### src/rtl/reset_sequencer.sv
// reset_sequencer
//
// Produces the block-level reset consumed by counters and datapath modules.
// The raw board reset asserts the output immediately (asynchronously); its
// release is synchronised, stretched to HOLD_CYCLES and then released on a
// rising clock edge. In normal operation the block also services a software
// reset request (fixed SW_HOLD_CYCLES pulse) and an external hold request
// (output stays low while held, then HOLD_CYCLES more).
//
// Ports
//   clock         system clock, rising edge
//   resetN        raw reset, asynchronous, active-low
//   sw_reset_req  software reset request, sampled every rising edge (RUN only)
//   ext_hold      hold downstream in reset while high (RUN and HOLD only)
//   rst_out_n     downstream reset, active-low, flop output
//   rst_done      high while downstream is out of reset and stable, flop output
//   rst_cause     cause of last reset: 01 POR, 10 SW, 11 EXT
//   sw_rst_count  software resets since last resetN, saturating
module reset_sequencer #(
  parameter int unsigned SYNC_STAGES    = 2,
  parameter int unsigned HOLD_CYCLES    = 16,
  parameter int unsigned SW_HOLD_CYCLES = 8,
  parameter int unsigned CNT_W          = 16
) (
  input  logic             clock,
  input  logic             resetN,
  input  logic             sw_reset_req,
  input  logic             ext_hold,
  output logic             rst_out_n,
  output logic             rst_done,
  output logic [1:0]       rst_cause,
  output logic [CNT_W-1:0] sw_rst_count
);

  localparam logic [1:0] CausePor = 2'b01;
  localparam logic [1:0] CauseSw  = 2'b10;
  localparam logic [1:0] CauseExt = 2'b11;

  // Reload values: the counter runs from N-1 down to 0, and the release
  // happens on the edge that samples 0, giving N low edges from the load.
  localparam logic [7:0] HoldLoad = 8'(HOLD_CYCLES - 1);
  localparam logic [7:0] SwLoad   = 8'(SW_HOLD_CYCLES - 1);

  typedef enum logic [2:0] {
    StAssert  = 3'd0,
    StHold    = 3'd1,
    StRelease = 3'd2,
    StRun     = 3'd3,
    StSwRst   = 3'd4
  } state_e;

  // ---------------------------------------------------------------------------
  // Release synchroniser: asserts with resetN, shifts in ones after release.
  // ---------------------------------------------------------------------------
  logic [SYNC_STAGES-1:0] sync_q;
  logic                   sync_ok;

  always_ff @(posedge clock or negedge resetN) begin
    if (!resetN) begin
      sync_q <= '0;
    end else begin
      sync_q <= {sync_q[SYNC_STAGES-2:0], 1'b1};
    end
  end

  assign sync_ok = sync_q[SYNC_STAGES-1];

  // ---------------------------------------------------------------------------
  // Sequencer FSM with registered outputs
  // ---------------------------------------------------------------------------
  state_e           state_q;
  logic [7:0]       cnt_q;
  logic             rst_out_q;
  logic             done_q;
  logic [1:0]       cause_q;
  logic [CNT_W-1:0] swcnt_q;

  always_ff @(posedge clock or negedge resetN) begin
    if (!resetN) begin
      state_q   <= StAssert;
      cnt_q     <= '0;
      rst_out_q <= 1'b0;
      done_q    <= 1'b0;
      cause_q   <= CausePor;
      swcnt_q   <= '0;
    end else begin
      unique case (state_q)
        StAssert: begin
          if (sync_ok) begin
            state_q <= StHold;
            cnt_q   <= HoldLoad;
          end
        end

        StHold: begin
          if (ext_hold) begin
            cnt_q <= HoldLoad;
          end else if (cnt_q == 8'd0) begin
            state_q   <= StRelease;
            rst_out_q <= 1'b1;
          end else begin
            cnt_q <= cnt_q - 8'd1;
          end
        end

        StRelease: begin
          state_q <= StRun;
          done_q  <= 1'b1;
        end

        StRun: begin
          // External hold wins over a simultaneous software request.
          if (ext_hold) begin
            state_q   <= StHold;
            rst_out_q <= 1'b0;
            done_q    <= 1'b0;
            cause_q   <= CauseExt;
            cnt_q     <= HoldLoad;
          end else if (sw_reset_req) begin
            state_q   <= StSwRst;
            rst_out_q <= 1'b0;
            done_q    <= 1'b0;
            cause_q   <= CauseSw;
            cnt_q     <= SwLoad;
            if (swcnt_q != '1) begin
              swcnt_q <= swcnt_q + CNT_W'(1);
            end
          end
        end

        StSwRst: begin
          // ext_hold deliberately not honoured here.
          if (cnt_q == 8'd0) begin
            state_q   <= StRelease;
            rst_out_q <= 1'b1;
          end else begin
            cnt_q <= cnt_q - 8'd1;
          end
        end

        default: begin
          state_q   <= StAssert;
          rst_out_q <= 1'b0;
          done_q    <= 1'b0;
          cnt_q     <= '0;
        end
      endcase
    end
  end

  assign rst_out_n    = rst_out_q;
  assign rst_done     = done_q;
  assign rst_cause    = cause_q;
  assign sw_rst_count = swcnt_q;

endmodule

### config.mk
export PLATFORM = sky130hd
export DESIGN_NAME = reset_sequencer
export DESIGN_NICKNAME = d
export VERILOG_FILES = /design/src/rtl/reset_sequencer.sv
export SDC_FILE = /design/constraint.sdc
export NUM_CORES = 1
export LEC_CHECK = 0
export ABC_AREA = 1
export CAP_MARGIN = 5
export CORE_ASPECT_RATIO = 0.75
export CORE_UTILIZATION = 38
export DETAILED_ROUTE_END_ITERATION = 8
export GPL_TIMING_DRIVEN = 0
export PLACE_DENSITY = 0.57
export SETUP_SLACK_MARGIN = 0.1
export SLEW_MARGIN = 15
export SYNTH_ARGS = -nofsm -noshare
export SYNTH_HDL_FRONTEND = slang
export SYNTH_SLANG_ARGS = --single-unit
### constraint.sdc
create_clock -name clock -period 1.5 [get_ports clock]
set_clock_uncertainty 0.15 [all_clocks]
set_input_delay 0.375 -clock clock [delete_from_list [all_inputs] [get_ports clock]]
set_output_delay 0.375 -clock clock [all_outputs]
set_load 0.05 [all_outputs]
# Yosys cells after proc, flatten, opt, wreduce, memory -nomap -nowiden
# Cells that the tools add are included.
# totals
reg_bits,33
elab_cells,52
output_inout_bits,20
# op_classes
muxes,20
n_eq_ne,8
addsub,2
bitwise_logic,4
n_reduce_logical,11
# op_table
cell,count
$mux 8,5
$pmux 8 s5,1
$add 16x1->16 const B,1
$ne 16x16->1 const B,1
$mux 3,5
$pmux 3 s5,1
$reduce_and 3->1,3
$logic_not 8->1,1
$sub 8x1->8 const B,1
$eq 3x2->1 const B,2
$mux 1,4
$mux 2,2
$ne 2x2->1 const B,2
$not 1->1,4
$pmux 1 s4,1
$reduce_and 2->1,2
$reduce_and 4->1,1
$eq 3x1->1 const B,1
$eq 3x3->1 const B,1
$logic_not 3->1,1
$ne 3x3->1 const B,1
$pmux 1 s3,1
$reduce_or 3->1,1
$reduce_bool 2->1,1
$reduce_or 2->1,1

# Logic depth before layout (Yosys ltp)
# depth
word_depth,4
mapped_depth,9
depth_no_buf,9

# Least setup slack after synthesis
# No wires, ideal clock.
# synth_path
kind,reg2reg
start,reg swcnt_q[1] (netlist: sw_rst_count[1])
end,reg swcnt_q[4] (netlist: sw_rst_count[4])
path_slack_ns,-0.538
setup_time_ns,0.118
path_stages_with_launch,10
n_path_buf,1
t_required_ns,1.232
t_arrival_ns,1.770
path_cell_list,dfrtp_1 > ha_1 > inv_1 > nor2_4 > nand3_2 > nor2_1 > nor2_4 > buf_6 > nand2_1 > nand2_1
# synth_via
elab_chain_len,2
word_cells_on_any_way,3
classes_between,add/sub: 1; eq/ne: 1; reduce/logical: 1
# synth_rtl
element,line_no,rtl
from (decl),76,logic [CNT_W-1:0] swcnt_q;
from (signal assigned),126,swcnt_q <= swcnt_q + CNT_W'(1);
branches (longest 2 deep; another with $add 16x1->16),-,
# Several ways; the timed one is not identified.
# A chain may end at the register's enable or synchronous reset.

# Worst setup path in the final report
# layout_path
start,reg state_q[2]
end,reg cnt_q[2]
# layout_via
elab_chain_len,3
word_cells_on_any_way,10
classes_between,eq/ne: 6; mux: 1; bitwise: 1; reduce/logical: 2
# layout_rtl
element,line_no,rtl
from (decl),71,state_e state_q;
from (signal assigned),80,state_q <= StAssert;
from (signal assigned),90,state_q <= StHold;
from (signal assigned),99,state_q <= StRelease;
$eq 3x2->1 / $logic_not 3->1 (equally long branches),87,unique case (state_q)
$ne 3x3->1 (no line) (tied with other cells),-,
$reduce_and 3->1 (no line),-,
to (signal assigned),91,cnt_q <= HoldLoad;
to (signal assigned),97,cnt_q <= HoldLoad;
to (signal assigned),102,cnt_q <= cnt_q - 8'd1;
to (decl),72,logic [7:0] cnt_q;
# Several ways; a longest one is shown, not always the timed one.

==> reports/qor.yml <==
outcome:
  status: "finished with violations"
  violations: "setup timing"
route:
  ant_nets: 0
  drtIter0Drc: 122
  avgRoutedWirePerCell_um: 13.0
  drcViolationCount: 0
  first_pass_iters: 4
  routed_wl_mm: 5.98
  routed_via_density: 4.76
  vias: 2199
global_routing:
  grt_max_degree: 18
  antenna_found_initial: 0
  track_usage: 0.207
  grt-ovfl-total: 0
  grt_pass1_wl_mm: 9.23
  grt_pass1_vias: 1910
clock_tree:
  worstSkewPairLatency_ns: 0.28
  clockRootBuffer: "clkbuf_8"
  numCtsBuffers: 5
  cts_tree: "built"
  clockBufferDepth: 2
  ctsHtreeMaxLevel: 2
  path_clk_slew_ns: 0.08
  clock-sinks: 33
synth:
  synth.top_cells.by_area: "dfrtp_1 (38%), nand2_1 (22%), nor2_1 (8.0%)"
  synth.most_common_cell: "nand2_1"
  ys.flop_type: "dfrtp_1"
  ys_seq_area_frac: 0.390
  syn_nets: 313
  synth_top_cell_by_area: "dfrtp_1"
  synth_edf_count: 0
  ys_types: 28
  yosys.area.top_type_share: 0.378
  syn_inst: 306
  async_flop_share: 1.00
  netlist_area_um2: 2120
  ys_seq_elements: 33
  yosys-top-cells-count: "nand2_1 (126), nor2_1 (45), dfrtp_1 (32)"
  yosysWarnings: 0
  avgSynthCellArea_um2: 6.93
floorplan:
  die_area_um2: 5880
  rows: 23
  pin_count: 24
  die_x_um: 88.2
  core_area_um2: 5350
  dieHeight_um: 66.7
  start_util: 0.396
finish:
  fin_nets: 393
  syn_to_final_growth_pct: 60.6
  drive_above_1_share: 0.488
  stdcell_count: 462
  fillers: 445
  diodes: 0
  postLayoutCoreUtil: 0.636
critical_path:
  worstSetupStartpointType: "flop"
  cp_max_fo: 5
  arrival_ns: 1.70
  crit_required_ns: 1.58
  end_kind: "flop"
  crit_type: "flop to flop"
placement:
  numPortBuffers: 23
  place.gp.congestion: 0.850
  dp.cells: 405
  dp_hpwl_mm: 3.63
hold_path:
  hp-class: "flop to flop"
timing:
  min_period_over_period: 1.08
  fmax_mhz: 615
  period_minus_slack_ns: 1.63
  setup_viol: 26
  drv_slew: 0
  timing.final.ws_setup_ns: -0.127
  hold_violations: 0
  rsz0062_at_grt: "yes"
power_and_ir_drop:
  leakagePower_uw: 0.00163
  p_sw_frac: 0.461
  p_switching_uw: 2420
  p_int_uw: 2830
  combPwrFrac: 0.613
  p_seq_frac: 0.260
  p_per_area_nw_per_um2: 1540
  peakVddDrop_v: 0.000881
  power.share.clock: 0.127
run:
  drv_cap: 0
area by class of cell:
cell class	count	area [um^2]	area share
sequential	33	852	0.250
timing repair buffer	73	754	0.222
inverter	30	118	0.0345
clock buffer	6	72.6	0.0213
multi-input combinational	240	1470	0.432
tap	75	93.8	0.0276
clock inverter	2	10.0	0.00294
buffer	3	33.8	0.00992
cell families after synthesis:
| kind of cell | after synthesis | share of synthesized area |
|---|---|---|
| other cells | 1 | 0.00177 |
| simple gates | 215 | 0.447 |
| xor+xnor | 8 | 0.0331 |
| flops | 33 | 0.390 |
| compound gates | 13 | 0.0413 |
| fa+ha+maj | 3 | 0.0177 |
| buf+inv | 33 | 0.0691 |
flip-flops by register name, indices dropped and copies added, names as in the netlist:
signal,flops
rst_cause,2
state_q,3
sw_rst_count,16
rst_done,1
sync_q,2
cnt_q,8
rst_out_n,1
placed cells by master (no fill, tap or decap), drive strengths merged, types with 4 or more instances in the layout:
master / instances
o21ai: 10
clkbuf: 6
dfrtp: 32
xor2: 4
nor2: 50
nand4: 7
buf: 73
inv: 30
nand3: 23
nand2: 132
xnor2: 4
path summary, 6_finish.rpt:
check | startpoint | end | slack (ns) | depth (start not counted)
max | state_q[2] | cnt_q[2] | -0.13 | 8
min | sync_q[0] | sync_q[1] | 0.21 | 0
max reg2reg | state_q[2] | cnt_q[2] | -0.13 | 8
min reg2reg | sync_q[0] | sync_q[1] | 0.21 | 0
max in group asynchronous | resetN | rst_cause[0] | 0.24 | 3
min in group asynchronous | resetN | cnt_q[5] | 0.43 | 2
metrics by stage:
step | hold slack (ns) | area, um^2 | setup TNS [ns] | setup slack, ns | total power, uW
after global routing | 0.221 | 3400 | -3.24 | -0.197 | 5610
after detailed placement | 0.194 | 2520 | -14.47 | -0.407 | 3240
after floorplan | -0.0706 | 2180 | -2.63 | -0.199 | 2760
after CTS | 0.211 | 3020 | -0.979 | -0.0675 | 4580
after global placement | 0.181 | 2500 | -45.35 | -1.02 | 3230
final | 0.207 | 3400 | -1.30 | -0.127 | 5250
layer usage:
layer,wire (um),track usage,vias to the layer above
met1,3020,0.325,1036
met2,2640,0.287,49
met4,29,0.0403,0
li1,-,-,1112
met5,0,0,-
met3,286,0.0421,2
critical path: stages (launching register included):
cell and delay [ns]:
dfrtp_2 0.49, inv_4 0.12, nand2_4 0.07, o21ai_4 0.28, buf_12 0.17, nand3_2 0.07, nand2_1 0.09, nand2_1 0.08
nand2_1 0.06
power by group through the flow:
stage,logic [uW],clock network [uW],registers [uW]
floorplan,1220,0,1540
global placement,1900,0,1330
detailed placement,1920,0,1330
CTS,2570,681,1330
global route,3490,727,1390
finish,3220,666,1360
repair_timing:
| item | 4_1_cts | 5_1_grt |
|---|---|---|
| gates cloned | 0 | 2 |
| hold endpoints to repair | 16 | 0 |
| resized for setup | 173 | 88 |
| pin swaps | 22 | 41 |
| hold buffers | 1 | 0 |
| setup buffers | 35 | 11 |
| endpoints found under the setup margin | 49 | 48 |
(Power assumes the default switching activity.)
